**src/rtl/mlp_axis_pkg.sv**
```systemverilog
// Shared helpers for the MLP AXI4-Stream input stage: ceil-log2 and derived widths.
// Purely compile-time; no logic, no latency, no flow control.
package mlp_axis_pkg;

    localparam int C_DEF_TDATA_WIDTH = 32;
    localparam int C_DEF_FIFO_DEPTH  = 16;

    function automatic int clog2(input int value);
        int r;
        r = 0;
        while ((1 << r) < value) r++;
        return r;
    endfunction

    function automatic int strb_width(input int data_width);
        return data_width / 8;
    endfunction

    // One extra bit beyond the index separates full from empty when indices match.
    function automatic int ptr_width(input int depth);
        return clog2(depth) + 1;
    endfunction

    localparam int C_DEF_STRB_WIDTH = strb_width(C_DEF_TDATA_WIDTH);
    localparam int C_DEF_PTR_WIDTH  = ptr_width(C_DEF_FIFO_DEPTH);

endpackage

```
**src/rtl/mlp_sync_fifo.sv**
```systemverilog
// Generic first-word-fall-through register FIFO with level; write-to-valid latency 1 cycle.
// Writes when full and reads when empty are dropped; flush clears pointers and level next edge.
module mlp_sync_fifo
    import mlp_axis_pkg::*;
#(
    parameter int WIDTH = 33,
    parameter int DEPTH = 16
) (
    input  logic                       clk,
    input  logic                       rst,
    input  logic                       flush,
    input  logic                       wr_en,
    input  logic [WIDTH-1:0]           wr_dat,
    input  logic                       rd_en,
    output logic [WIDTH-1:0]           rd_dat,
    output logic                       rd_vld,
    output logic [ptr_width(DEPTH)-1:0] level,
    output logic [ptr_width(DEPTH)-1:0] level_nxt
);

    localparam int IDX_W = clog2(DEPTH);
    localparam int PTR_W = IDX_W + 1;

    logic [WIDTH-1:0] mem [DEPTH];
    logic [PTR_W-1:0] wr_ptr;
    logic [PTR_W-1:0] rd_ptr;
    logic [PTR_W-1:0] level_q;
    logic             vld_q;
    logic             full;
    logic             empty;
    logic             wr_ok;
    logic             rd_ok;

    assign full  = (wr_ptr[IDX_W] != rd_ptr[IDX_W]) &&
                   (wr_ptr[IDX_W-1:0] == rd_ptr[IDX_W-1:0]);
    assign empty = (wr_ptr == rd_ptr);
    assign wr_ok = wr_en && !full && !flush;
    assign rd_ok = rd_en && !empty && !flush;

    always_comb begin
        level_nxt = level_q;
        if (flush) begin
            level_nxt = '0;
        end else begin
            case ({wr_ok, rd_ok})
                2'b10:   level_nxt = level_q + PTR_W'(1);
                2'b01:   level_nxt = level_q - PTR_W'(1);
                default: level_nxt = level_q;
            endcase
        end
    end

    always_ff @(posedge clk or posedge rst) begin
        if (rst) begin
            wr_ptr  <= '0;
            rd_ptr  <= '0;
            level_q <= '0;
            vld_q   <= 1'b0;
            for (int i = 0; i < DEPTH; i++) mem[i] <= '0;
        end else begin
            level_q <= level_nxt;
            vld_q   <= (level_nxt != '0);
            if (flush) begin
                wr_ptr <= '0;
                rd_ptr <= '0;
            end else begin
                if (wr_ok) begin
                    mem[wr_ptr[IDX_W-1:0]] <= wr_dat;
                    wr_ptr <= wr_ptr + PTR_W'(1);
                end
                if (rd_ok) rd_ptr <= rd_ptr + PTR_W'(1);
            end
        end
    end

    assign rd_dat = mem[rd_ptr[IDX_W-1:0]];
    assign rd_vld = vld_q;
    assign level  = level_q;

endmodule

```
**src/rtl/mlp_axis_slave_fifo.sv**
```systemverilog
// AXIS slave input stage: strobe-masked, TLAST-tagged FWFT buffer with level/frame status; 1-cycle latency.
// TREADY is registered and drops when the FIFO is full or during a flush cycle.
module mlp_axis_slave_fifo
    import mlp_axis_pkg::*;
#(
    parameter int C_S_AXIS_TDATA_WIDTH = 32,
    parameter int C_FIFO_DEPTH         = 16,
    parameter int C_STRB_MASK_EN       = 1,
    parameter int C_FRAME_CNT_WIDTH    = 8
) (
    input  logic                                  S_AXIS_ACLK,
    input  logic                                  S_AXIS_ARESET,
    input  logic                                  S_AXIS_TVALID,
    output logic                                  S_AXIS_TREADY,
    input  logic [C_S_AXIS_TDATA_WIDTH-1:0]       S_AXIS_TDATA,
    input  logic [C_S_AXIS_TDATA_WIDTH/8-1:0]     S_AXIS_TSTRB,
    input  logic                                  S_AXIS_TLAST,
    input  logic                                  pi_data_read,
    input  logic                                  pi_flush,
    output logic [C_S_AXIS_TDATA_WIDTH-1:0]       po_mlp_data,
    output logic                                  po_mlp_data_valid,
    output logic                                  po_mlp_data_last,
    output logic [ptr_width(C_FIFO_DEPTH)-1:0]    po_fifo_level,
    output logic [C_FRAME_CNT_WIDTH-1:0]          po_frame_count,
    output logic                                  po_frame_ready
);

    localparam int DW    = C_S_AXIS_TDATA_WIDTH;
    localparam int STRBW = strb_width(DW);
    localparam int LVL_W = ptr_width(C_FIFO_DEPTH);

    logic [DW-1:0]                masked_dat;
    logic [DW:0]                  head_dat;
    logic                         head_vld;
    logic [LVL_W-1:0]             level_nxt;
    logic                         tready_q;
    logic                         wr_en;
    logic                         rd_en;
    logic                         frm_inc;
    logic                         frm_dec;
    logic [C_FRAME_CNT_WIDTH-1:0] frame_q;
    logic [C_FRAME_CNT_WIDTH-1:0] frame_nxt;

    always_comb begin
        masked_dat = S_AXIS_TDATA;
        if (C_STRB_MASK_EN != 0) begin
            for (int b = 0; b < STRBW; b++) begin
                if (!S_AXIS_TSTRB[b]) masked_dat[b*8 +: 8] = 8'h00;
            end
        end
    end

    assign wr_en = S_AXIS_TVALID && tready_q;
    assign rd_en = pi_data_read && head_vld;

    mlp_sync_fifo #(
        .WIDTH (DW + 1),
        .DEPTH (C_FIFO_DEPTH)
    ) u_fifo (
        .clk       (S_AXIS_ACLK),
        .rst       (S_AXIS_ARESET),
        .flush     (pi_flush),
        .wr_en     (wr_en),
        .wr_dat    ({S_AXIS_TLAST, masked_dat}),
        .rd_en     (rd_en),
        .rd_dat    (head_dat),
        .rd_vld    (head_vld),
        .level     (po_fifo_level),
        .level_nxt (level_nxt)
    );

    assign frm_inc = wr_en && S_AXIS_TLAST && !pi_flush;
    assign frm_dec = rd_en && head_dat[DW] && !pi_flush;

    // Increment saturates at all-ones; decrement clamps at zero.
    always_comb begin
        frame_nxt = frame_q;
        if (pi_flush) begin
            frame_nxt = '0;
        end else if (frm_inc && !frm_dec) begin
            if (frame_q != '1) frame_nxt = frame_q + C_FRAME_CNT_WIDTH'(1);
        end else if (frm_dec && !frm_inc) begin
            if (frame_q != '0) frame_nxt = frame_q - C_FRAME_CNT_WIDTH'(1);
        end
    end

    always_ff @(posedge S_AXIS_ACLK or posedge S_AXIS_ARESET) begin
        if (S_AXIS_ARESET) begin
            tready_q <= 1'b0;
            frame_q  <= '0;
        end else begin
            tready_q <= (level_nxt < LVL_W'(C_FIFO_DEPTH)) && !pi_flush;
            frame_q  <= frame_nxt;
        end
    end

    assign S_AXIS_TREADY     = tready_q;
    assign po_mlp_data       = head_dat[DW-1:0];
    assign po_mlp_data_last  = head_dat[DW];
    assign po_mlp_data_valid = head_vld;
    assign po_frame_count    = frame_q;
    assign po_frame_ready    = (frame_q != '0);

endmodule

```
**config.mk**
```make
export PLATFORM = sky130hd
export DESIGN_NAME = mlp_axis_slave_fifo
export DESIGN_NICKNAME = d
export VERILOG_FILES = /design/src/rtl/mlp_axis_pkg.sv /design/src/rtl/mlp_sync_fifo.sv /design/src/rtl/mlp_axis_slave_fifo.sv
export SDC_FILE = /design/constraint.sdc
export NUM_CORES = 1
export LEC_CHECK = 0
export ABC_CLOCK_PERIOD_IN_PS = 37600
export CELL_PAD_IN_SITES_DETAIL_PLACEMENT = 1
export CELL_PAD_IN_SITES_GLOBAL_PLACEMENT = 1
export CORE_MARGIN = 3
export CORE_UTILIZATION = 40
export CTS_BUF_LIST = sky130_fd_sc_hd__clkbuf_16
export CTS_CLUSTER_DIAMETER = 30
export CTS_CLUSTER_SIZE = 20
export DETAILED_ROUTE_END_ITERATION = 8
export DONT_BUFFER_PORTS = 1
export GPL_TIMING_DRIVEN = 0
export PLACE_DENSITY_LB_ADDON = 0.1
export SLEW_MARGIN = 5
export SYNTH_ARGS = -nofsm -noshare
export SYNTH_HDL_FRONTEND = slang
export SYNTH_HIERARCHICAL = 1
export SYNTH_SLANG_ARGS = --single-unit
```
**constraint.sdc**
```tcl
create_clock -name S_AXIS_ACLK -period 37.6 [get_ports S_AXIS_ACLK]
set_clock_uncertainty 0.1 [all_clocks]
set_input_delay 9.4 -clock S_AXIS_ACLK [delete_from_list [all_inputs] [get_ports S_AXIS_ACLK]]
set_output_delay 9.4 -clock S_AXIS_ACLK [all_outputs]
set_load 0.02 [all_outputs]
```
==> reports/summary.txt <==
Power per cell area: 58.85 mW/mm^2
Worst-Margin Slew: 1.186 ns
Run status: completed
Number of nets in the finished design: 1925
Count of antenna diodes in the layout: 0
Worst path arrival time: 4.10 ns
Post CTS Setup Buffer Count: 0
Portion of synthesized cell area occupied by the leading cell type: 50.46%
Routability congestion estimate: 0.7498
Kind of end point of the critical path: output port
Clock-pin slew on the worst setup and hold paths: 0.04 ns
Layout cell share with drive strength beyond 1: 49.45%
Post-layout utilization of the core: 49.64%
Number of hold buffers added after cts: 0
Remaining DRCs: 0
Final sum of negative setup slack: 0 ns
Distinct cell type count of the synthesized netlist: 55
Number of buffers inserted during clock tree synthesis: 148
Worst rel slew slack: 20.94%
Number of antenna violations at the first check in global routing: 0
Final max-slew violation count: 0
Die ar.: 0.07174 sq mm
Min Clock Period, post-route: 13.60 ns
Level count of the clock H-tree: 4
Count of final hold-check violations: 0
Setup Crit Path Kind: reg2out
Syn. warnings: 6
Net count of the mapped netlist: 1770
Peak supply drop: 32.75 uV
First-pass GRT wire length: 115600 um
Total global-route track usage: 21.71%
Core box area: 0.06751 sq mm
Starting DRC count in detailed routing: 867
Count of buffers inserted at the top-level ports: 0
Cell chosen for the clock root: clkbuf_16
Height of the chip: 267.8 um
Number of buffers on the longest clock path: 3
Count of antenna-violating nets left after detailed routing: 0
Final cycle utilization of the critical path: 36.18%
Final Instance Count excl. Fillers: 2859
Number of max-cap violations: 0
Startpoint class of the critical path: flop
Number of top-level pins: 91
Clock Sinks: 553
Biggest area contributors in the synthesized netlist: dfrtp_1 50%, mux2_4 14%, mux2_2 11%
Required time of the critical path: 28.10 ns
Half-perimeter wire length after placement: 47620 um
Syn Area/Cell: 16.03 sq um
Instance count after placement with tap cells included: 2589
Cell row count: 95
Dominant cell by count in the synthesized netlist: dfrtp_1
Clock insertion delay at the later pin of the skew report: 0.70 ns
Synth cell count leaders: 553 x dfrtp_1, 276 x mux2_2, 250 x mux2_4
Clock tree from TritonCTS: done
Die extent in x: 267.8 um
Sequential-to-total area share from yosys stat: 50.46%
Via count of the first global-routing pass: 17837
Grt total ovfl: 0
Instance count of the mapped netlist: 1711
Mean number of vias per cell: 5.460
Total Power Consumption: 1.972 mW
Leakage: 15.40 nW
Via count: 15611
# resized after CTS: 0
Maximum number of pins on one net before global-route repair: 118
Fraction of synthesis flops using an asynchronous set or reset pin: 100.0%
Setup Viol. Count Final: 0
Setup repair after global routing missed its margin: no
Count of flip-flops with a built-in enable after synthesis: 0
Worst min path class: reg2reg
Largest area contributor in the netlist: dfrtp_1
Highest net fanout along the worst path: 10
Mean routed wirelength per cell: 26.35 um
Detailed Routing Iterations Pass 1: 6
Most common flop cell mapped by yosys: dfrtp_1
Routed WL: 75350 um
Fmax: 73.51 MHz
Synthesized cell area: 0.02743 sq mm
Synthesized flop and latch total: 553
Relative area change from synthesis to final layout: 22.21%
Starting utilization of the core area: 40.62%
==> through the flow <==
stage | hold slack [ns] | area [sq um] | worst slack [ns]
CTS | 0.3904 | 33520 | 23.88
finish | 0.3893 | 33520 | 24.00
global route | 0.4035 | 33520 | 23.70
global placement | 0.3684 | 28520 | 6.482
detailed placement | 0.3776 | 28660 | 24.64
floorplan | 0.3532 | 27430 | 12.89
==> layout make-up <==
type / count / area, sq um
Fill cell: 6416 / 34000
Sequential cell: 553 / 13840
Multi-Input combinational cell: 992 / 12220
Clock buffer: 150 / 3754
Buffer: 153 / 1320
Clock inverter: 120 / 1101
Tap cell: 873 / 1092
Timing Repair Buffer: 5 / 137.6
Inverter: 13 / 56.30
==> path summary, 6_finish.rpt <==
| check | from | endpoint | slack [ns] | cells after the start |
|---|---|---|---|---|
| worst min-delay path | u_fifo/mem[527]$_DFFE_PP0P_ | u_fifo/mem[527]$_DFFE_PP0P_ | 0.39 | 1 |
| max in group asynchronous | S_AXIS_ARESET | u_fifo/mem[146]$_DFFE_PP0P_ | 26.78 | 5 |
| worst max register to register | u_fifo/rd_ptr[1]$_DFFE_PP0P_ | po_frame_count[7]$_DFFE_PP0P_ | 31.87 | 14 |
| worst max-delay path | u_fifo/rd_ptr[1]$_DFFE_PP0P_ | po_mlp_data[30] | 24.00 | 6 |
| worst min register to register | u_fifo/mem[527]$_DFFE_PP0P_ | u_fifo/mem[527]$_DFFE_PP0P_ | 0.39 | 1 |
| min in group asynchronous | S_AXIS_ARESET | u_fifo/rd_vld$_DFF_PP0_ | 8.42 | 1 |
==> worst max-delay path, cell delays in order (launching register included) <==
cell and delay (ns):
dfrtp_1 0.33, buf_2 0.20, clkbuf_1 0.55, buf_1 0.86, clkbuf_1 0.63, a211oi_1 0.31
a21oi_1 0.51
==> kinds of logic (layout without fill, tap and decap cells) <==
logic type,count (synthesis),count (layout),synth area share [%]
compound gates,104,104,2.578
buf+inv,166,441,4.991
simple gates,153,153,3.171
fa+ha+maj,17,17,0.8303
mux,699,699,37.36
xor+xnor,19,19,0.6068
flops,553,553,50.46
==> cell usage in the layout (no fill, tap or decap), types with 15 or more instances in the layout <==
master	instances
and3_1	17
nor2b_1	36
and2_1	34
a21oi_1	44
clkinv_2	22
mux2_2	276
a211oi_1	34
clkbuf_16	150
mux2i_1	39
buf_2	23
mux2_4	250
buf_6	43
buf_12	24
mux4_2	132
ha_1	15
nor2_1	26
bufinv_16	15
clkbuf_1	60
inv_1	36
clkinv_1	29
dfrtp_1	553
==> flip-flops by register name, indices dropped and copies added, names as in the netlist <==
name / cells
u_fifo/rd_ptr: 5
S_AXIS_TREADY: 1
u_fifo/level: 5
u_fifo/mem: 528
po_frame_count: 8
u_fifo/rd_vld: 1
u_fifo/wr_ptr: 5
==> routing by layer <==
| metal | track usage [%] | routed length [um] |
|---|---|---|
| met1 | 29.51 | 34600 |
| met2 | 34.54 | 35880 |
| met3 | 4.770 | 3010 |
| met4 | 7.664 | 1859 |
| met5 | 0 | 0 |
==> power by group <==
part	total [mW]	switching, mW	leakage [nW]	internal, mW
logic	0.124	0.0719	5.30	0.0517
registers	0.637	0.0185	7.65	0.619
clock network	1.21	0.388	2.45	0.824
total	1.97	0.478	15.4	1.49
No activity file was read; power rests on OpenSTA's default activity.
